**config.mk**
```make
export PLATFORM = sky130hd
export DESIGN_NAME = decoder_nto2n_pipe
export DESIGN_NICKNAME = d
export VERILOG_FILES = /design/src/rtl/decoder_nto2n_pipe.sv
export SDC_FILE = /design/constraint.sdc
export NUM_CORES = 1
export LEC_CHECK = 0
export BUFFER_PORTS_ARGS = -buffer_cell sky130_fd_sc_hd__buf_4
export CORE_UTILIZATION = 55
export CTS_BUF_LIST = sky130_fd_sc_hd__clkbuf_16
export CTS_CLUSTER_DIAMETER = 150
export DETAILED_ROUTE_END_ITERATION = 8
export PLACE_DENSITY = 0.86
export SLEW_MARGIN = 30
export SYNTH_ARGS = -nofsm -noshare
export SYNTH_HDL_FRONTEND = slang
export SYNTH_SLANG_ARGS = --single-unit
```
**constraint.sdc**
```tcl
create_clock -name clk -period 4.2 [get_ports clk]
set_input_delay 0.84 -clock clk [delete_from_list [all_inputs] [get_ports clk]]
set_output_delay 0.84 -clock clk [all_outputs]
set_load 0.05 [all_outputs]
```
**src/rtl/decoder_nto2n_pipe.sv**
```systemverilog
`default_nettype none
// ============================================================================
//  Module   : decoder_nto2n_pipe
//  Purpose  : Registered N_IN-to-2**N_IN one-hot decoder with valid/ready
//             handshake and a sweep mode that walks every output line once.
//             Macro DECODER_ACTIVE_LOW_EN selects active-low out_y.
//  Revision : 1.0 - initial release
// ============================================================================
module decoder_nto2n_pipe #(
    parameter int N_IN = 3
) (
    input  logic                 clk,
    input  logic                 rst,
    input  logic                 en,
    input  logic                 mode,
    input  logic                 in_valid,
    output logic                 in_ready,
    input  logic [N_IN-1:0]      in_sel,
    output logic                 out_valid,
    input  logic                 out_ready,
    output logic [(1<<N_IN)-1:0] out_y,
    output logic                 sweep_done
);

    localparam int W = 1 << N_IN;

    localparam logic [0:0] ST_IDLE  = 1'b0;
    localparam logic [0:0] ST_SWEEP = 1'b1;

    localparam logic [N_IN:0]   CNT_ONE  = (N_IN+1)'(1);
    localparam logic [N_IN:0]   CNT_FULL = {1'b1, {N_IN{1'b0}}};
    localparam logic [N_IN-1:0] IDX_ONE  = N_IN'(1);

`ifdef DECODER_ACTIVE_LOW_EN
    localparam logic [W-1:0] Y_POL = {W{1'b1}};
`else
    localparam logic [W-1:0] Y_POL = {W{1'b0}};
`endif

    logic [0:0]      state_q,      state_d;
    logic            out_valid_q,  out_valid_d;
    logic [N_IN-1:0] idx_q,        idx_d;
    logic [N_IN:0]   cnt_q,        cnt_d;
    logic            sweep_done_q, sweep_done_d;
    logic [W-1:0]    out_y_q,      out_y_d;

    logic w_accept;
    logic w_consume;
    logic [W-1:0] w_onehot;

    // The cycle carrying sweep_done keeps the input closed, even though the FSM is already idle.
    assign in_ready  = !rst && en && (state_q == ST_IDLE) && !sweep_done_q
                       && (!out_valid_q || out_ready);
    assign w_accept  = in_valid && in_ready;
    assign w_consume = out_valid_q && out_ready;

    always_comb begin
        state_d      = state_q;
        out_valid_d  = out_valid_q;
        idx_d        = idx_q;
        cnt_d        = cnt_q;
        sweep_done_d = 1'b0;

        if (!en) begin
            state_d     = ST_IDLE;
            out_valid_d = 1'b0;
            cnt_d       = '0;
        end else if (state_q == ST_IDLE) begin
            if (w_accept) begin
                out_valid_d = 1'b1;
                idx_d       = in_sel;
                if (mode) begin
                    state_d = ST_SWEEP;
                    cnt_d   = CNT_ONE;
                end else begin
                    cnt_d   = '0;
                end
            end else if (w_consume) begin
                out_valid_d = 1'b0;
            end
        end else begin
            if (w_consume) begin
                if (cnt_q == CNT_FULL) begin
                    out_valid_d  = 1'b0;
                    state_d      = ST_IDLE;
                    cnt_d        = '0;
                    sweep_done_d = 1'b1;
                end else begin
                    idx_d = idx_q + IDX_ONE;
                    cnt_d = cnt_q + CNT_ONE;
                end
            end
        end
    end

    // Output is decoded from next-state values so the one-hot lands in a register.
    always_comb begin
        w_onehot = {{(W-1){1'b0}}, 1'b1} << idx_d;
        out_y_d  = (out_valid_d ? w_onehot : {W{1'b0}}) ^ Y_POL;
    end

    always_ff @(posedge clk) begin
        if (rst) begin
            state_q      <= ST_IDLE;
            out_valid_q  <= 1'b0;
            idx_q        <= '0;
            cnt_q        <= '0;
            sweep_done_q <= 1'b0;
            out_y_q      <= Y_POL;
        end else begin
            state_q      <= state_d;
            out_valid_q  <= out_valid_d;
            idx_q        <= idx_d;
            cnt_q        <= cnt_d;
            sweep_done_q <= sweep_done_d;
            out_y_q      <= out_y_d;
        end
    end

    assign out_valid  = out_valid_q;
    assign out_y      = out_y_q;
    assign sweep_done = sweep_done_q;

endmodule
`default_nettype wire

```
==> results.yml, run 1 <==
critical_path:
  required_ns: 3.36
  rrSetupSlack_ns: 2.09
  reg2reg_to: "out_y[5]"
  arrival_ns: 1.73
  crit_type: "input pin to output pin"
  path_max_fanout: 5
  start_kind: "input pin"
  reg2reg_from: "cnt_q[0]"
  end_kind: "output pin"
  r2r_cells: 7
layout:
  layout.nets: 127
  drive_above_1_share_pct: 25.4
  n_antenna_cell: 0
  area_growth_pct: 26.0
  layout.cells.non_filler: 129
sta:
  worstMarginPinSlew_ns: 0.445
  slew_viol_final: 0
  finalSetupTns_ns: 0
  hold_viol: 0
  grt_setup_unrepaired: "false"
  finalWorstSetupSlack_ns: 1.63
  skew_ns: 0.00199
  setup_viol: 0
  period_needed_ns: 2.57
  finalCritPeriodShare_pct: 61.1
  max_freq_mhz: 390
  hold_slack_ns: 0.460
  slew_headroom_pct: 70.3
cts:
  clock_latency_ns: 0.25
  cts_buffers: 3
  clock_path_buffers: 2
  hold_buffers: 0
  postCtsSetupBuffers: 0
  cts_tree: "yes"
  cts_resized: 0
  cts.sinks: 18
  cts_root_buf: "clkbuf_16"
  path_clk_slew_ns: 0.05
  htree_levels: 1
floorplan:
  io_pins: 20
  fp.dieH_um: 41.6
  rows: 13
  core_area_sq_mm: 0.00138
  initial_core_util_pct: 62.5
  die_width_um: 41.6
  die_area_sq_mm: 0.00173
logic_synthesis:
  syn_inst: 93
  ys_seq_area_share_pct: 41.7
  avgSynthCellArea_sq_um: 9.30
  ys_ff_latch: 18
  synthFlopType: "dfxtp_1"
  syn_nets: 105
  yosysWarnings: 0
  yosysUniqueCellTypes: 33
  async_flop_share_pct: 0
  syn_area_sq_um: 865
  yosysMostFrequentCell: "dfxtp_1"
  synth_top_area_cell: "dfxtp_1"
  synth_edf_count: 0
  synthTopCellsByArea: "dfxtp_1, nor3_1, ha_1"
  synthDominantCellAreaShare_pct: 41.7
  synth_top_cells_by_count: "dfxtp_1, nor3_1, nor2_1"
power:
  p_int_uw: 314
  power.leakage_uw: 0.000441
  finalPower_uw: 402
  p_per_area_mw_per_mm2: 369
  p_switching_uw: 88.3
  vdd_drop_max_uv: 247
  clkPwrFrac_pct: 48.1
  seqPwrFrac_pct: 43.6
  sw_frac_of_total_pct: 22.0
  comb_power_share_pct: 8.3
routing:
  avgRoutedWirePerCell_um: 15.8
  vias: 804
  viasPerCell: 6.23
  drt-total-wl_um: 2040
  ant_nets: 0
  route.met2.wl_um: 1010
  drt-pass1-iter-count: 4
  wl_met3_um: 148
  met1Wirelength_um: 850
  drt_iter0_drc: 34
  post-route-drc-count: 0
  routed.top_layer: "met4"
place:
  place_inst: 125
  io_buffer_count: 19
  place_congestion: 0.870
  dp.final_hpwl_um: 1480
  post-place-ws_ns: 1.64
hold_path:
  min_path_type: "flip-flop to flip-flop"
  hold_end: "cnt_q[3]"
  worstHoldStart: "cnt_q[3]"
  hold_path_depth: 1
global_routing:
  antenna_found_initial: 0
  grt_max_degree: 12
  grt_pass1_vias: 731
  grt_pass1_wl_um: 3340
  grtUsageTotal_pct: 26.0
  grt_overflow: 0
outcome:
  outcome: "complete, no violations"
flow_run:
  cap_violations: 0
==> layout by cell type, fill, tap and decap left out, types with 2 or more instances in the layout <==
| cell | synthesis | layout |
|---|---|---|
| a211oi_1 | 3 | 3 |
| a21oi_1 | 5 | 5 |
| nand2_1 | 6 | 6 |
| nor2_1 | 9 | 9 |
| mux2i_1 | 2 | 2 |
| inv_1 | 5 | 5 |
| buf_4 | 2 | 19 |
| dfxtp_1 | 18 | 18 |
| ha_1 | 3 | 3 |
| clkbuf_16 | 0 | 3 |
| o2bb2ai_1 | 2 | 2 |
| nand3b_1 | 2 | 2 |
| nand3_1 | 5 | 5 |
| nor3_1 | 11 | 11 |
==> registers in the layout, indices dropped and copies added (netlist names) <==
register,count
out_y,8
idx_q,3
cnt_q,4
state_q,1
sweep_done,1
out_valid,1
==> how the worst max path moves through the flow <==
stage,endpoint,start,cells after the start,slack (ns)
finish,in_ready,rst,4,1.63
global route,in_ready,rst,4,1.57
CTS,in_ready,rst,4,1.64
detailed placement,in_ready,rst,4,1.64
global placement,in_ready,rst,4,1.67
floorplan,in_ready,en,3,1.78
==> per-layer routing <==
metal	track usage, %	up-vias
met2	43.8	40
met4	10.3	0
met1	30.8	373
met5	0	-
met3	7.83	5
li1	-	386
==> final cells by class <==
cell class	instances	area [sq um]
multi-input combinational	68	470
sequential	18	360
inverter	5	18.8
tap	15	18.8
clock buffer	3	75.1
clock inverter	1	3.75
fill	89	293
timing repair buffer	19	143
==> metrics by stage <==
stage | area [sq um] | utilization, %
finish | 1090 | 78.8
global route | 1090 | 78.8
CTS | 1090 | 78.8
detailed placement | 1010 | 73.1
global placement | 1010 | 73.1
floorplan | 865 | -
==> worst max-delay path, cell delays in order <==
cell and delay [ns]:
buf_4 0.14, nor4b_4 0.37, and2_2 0.19, buf_4 0.18
==> cell families (layout without fill, tap and decap cells) <==
kind of cell               Yosys count  count (layout)  synth area share [%]
xor gates and xnor gates             1               1                  1.01
DFF                                 18              18                  41.7
and+or+nand+nor                     42              42                  28.5
adders and majority gates            3               3                  4.34
buffers and inverters                7              28                  3.91
AOI/OAI and AO/OA                   20              20                  18.2
muxes                                2               2                  2.32
==> power by group through the flow <==
stage / Sequential (uW) / Clock (uW) / Combinational, uW
finish: 175 / 193 / 33.4
global route: 175 / 204 / 35.9
CTS: 175 / 191 / 33.0
detailed placement: 179 / 0 / 32.7
global placement: 179 / 0 / 31.6
floorplan: 180 / 0 / 19.4
Power figures use the tool's default switching activity.
==> run 2: changes to the inputs <==
--- a/config.mk
+++ b/config.mk
@@ -6,11 +6,11 @@
 export NUM_CORES = 1
 export LEC_CHECK = 0
 export BUFFER_PORTS_ARGS = -buffer_cell sky130_fd_sc_hd__buf_4
-export CORE_UTILIZATION = 55
+export CORE_UTILIZATION = 46
 export CTS_BUF_LIST = sky130_fd_sc_hd__clkbuf_16
 export CTS_CLUSTER_DIAMETER = 150
 export DETAILED_ROUTE_END_ITERATION = 8
-export PLACE_DENSITY = 0.86
+export PLACE_DENSITY = 0.78
 export SLEW_MARGIN = 30
 export SYNTH_ARGS = -nofsm -noshare
 export SYNTH_HDL_FRONTEND = slang
==> constraint.sdc (replaced) <==
create_clock -name clk -period 2.3 [get_ports clk]
set_input_delay 0.46 -clock clk [delete_from_list [all_inputs] [get_ports clk]]
set_output_delay 0.46 -clock clk [all_outputs]
set_load 0.05 [all_outputs]
==> run 2 against run 1 <==
  * Via count increased by 1.9%
  * Clock skew about the same
  * Cell count increased by 7.8%
  * Sequential power increased by 83%
  * First-iteration DRC count increased by 18%
  * Critical endpoint is now out_y[3]
==> results.yml, run 2 (synthesis gave the netlist of run 1 again) <==
outcome:
  outcome: "complete, no violations"
cts:
  postCtsSetupBuffers: 0
  hold_buffers: 0
  cts_root_buf: "clkbuf_16"
  clock_latency_ns: 0.25
  cts_tree: "yes"
  htree_levels: 1
  cts.sinks: 18
  cts_resized: 0
  path_clk_slew_ns: 0.05
  clock_path_buffers: 2
  cts_buffers: 3
flow_run:
  cap_violations: 0
critical_path:
  max_stage_delay_ns: 0.41
  end_kind: "flip-flop"
  required_ns: 2.45
  arrival_ns: 2.24
  crit_type: "flip-flop to flip-flop"
  critical_path.startpoint: "cnt_q[0]"
  crit_chain: "inv_1 -> ha_1 -> nand3b_1 -> nand3_1 -> a31oi_4 -> or3b_4 -> nor3_1"
  cp_top_family: "simple AND/OR/NAND/NOR gates"
  start_kind: "flip-flop"
  critical_path.slowest_cell: "or3b_4"
  path_max_fanout: 8
  reg2reg_from: "cnt_q[0]"
  crit_buf_inv: 1
sta:
  hold_viol: 0
  max_freq_mhz: 478
  grt_setup_unrepaired: "false"
  period_needed_ns: 2.09
  finalWorstSetupSlack_ns: 0.207
  slew_headroom_pct: 69.9
  skew_ns: 0.00187
  slew_viol_final: 0
  finalSetupTns_ns: 0
  setup_viol: 0
  worstMarginPinSlew_ns: 0.450
  finalCritPeriodShare_pct: 91.0
floorplan:
  rows: 15
  core_area_sq_mm: 0.00175
  initial_core_util_pct: 49.5
  fp.dieH_um: 45.4
  die_width_um: 45.4
  die_area_sq_mm: 0.00206
  io_pins: 20
layout:
  area_growth_pct: 27.5
  n_antenna_cell: 0
  multiInputGateArea_sq_um: 470
  fillers: 160
  layout_common_cells: "buf_4, dfxtp_1, nor3_1"
  drive_above_1_share_pct: 25.4
  layout_commonest_cell: "buf_4"
  largest_reg_flops: 8
  layout.nets: 127
  regArea_sq_um: 360
  postLayoutCellArea_sq_mm: 0.00110
routing:
  viasPerCell: 5.89
  ant_nets: 0
  drt-pass1-iter-count: 5
  avgRoutedWirePerCell_um: 15.0
  drt_iter0_drc: 40
  post-route-drc-count: 0
  drt-total-wl_um: 2080
  vias: 819
power:
  power.leakage_uw: 0.000441
  vdd_drop_max_uv: 566
  p_per_area_mw_per_mm2: 663
global_routing:
  antenna_found_initial: 0
  grtUsageTotal_pct: 22.3
  grt_overflow: 0
  grt_max_degree: 12
  grt_pass1_vias: 726
  grt_pass1_wl_um: 3260
place:
  place_congestion: 0.851
  dp.final_hpwl_um: 1480
  io_buffer_count: 19
  post_dp_cell_area_sq_mm: 0.00102
  post-place-ws_ns: 0.224
hold_path:
  worstHoldStart: "rst"
  min_path_type: "input pin to flip-flop"
-- run 2: area by class of cell --
| class | count | share of cell area (%) |
|---|---|---|
| multi-input combinational | 68 | 42.7 |
| inverter | 5 | 1.70 |
| sequential | 18 | 32.7 |
| clock buffer | 3 | 6.81 |
| tap | 25 | 2.84 |
| timing repair buffer | 19 | 12.9 |
| clock inverter | 1 | 0.341 |
-- run 2: path summary, 6_finish.rpt --
check | depth (start not counted) | endpoint | slack (ns)
hold reg to reg | 1 | cnt_q[3] | 0.48
hold / removal | 2 | idx_q[1] | 0.43
setup / recovery | 7 | out_y[3] | 0.21
setup reg to reg | 7 | out_y[3] | 0.21
-- run 2: worst reg2reg max path: cells and delay by family (launching register included) --
kind / cells / cell delay [ns]
AOI/OAI and AO/OA: 1 / 0.23
buffers and inverters: 1 / 0.08
DFF: 1 / 0.37
adders and majority gates: 1 / 0.20
and+or+nand+nor: 4 / 1.10
-- run 2: routing by layer --
| layer | share of wire (%) | GRT usage, % |
|---|---|---|
| met2 | 47 | 35.4 |
| met3 | 6.0 | 4.40 |
| met4 | 1.8 | 9.70 |
| met1 | 45 | 29.3 |
| met5 | 0 | 0 |
-- run 2: stage by stage --
step           util, %  cells  total power [uW]  hold WS (ns)
3_3_place_gp      58.6    135               386         0.455
2_1_floorplan        -     93               364         0.427
3_5_place_dp      58.6    135               386         0.468
6_report          63.2    139               730         0.434
4_1_cts           63.2    139               728         0.431
5_1_grt           63.2    139               751         0.446
-- run 2: report_power, final --
group	internal [uW]	leakage [uW]	total, uW	switching (uW)
logic	25.5	0.000257	61.1	35.6
registers	316	0.000145	320	4.32
clock network	231	0.0000385	349	118
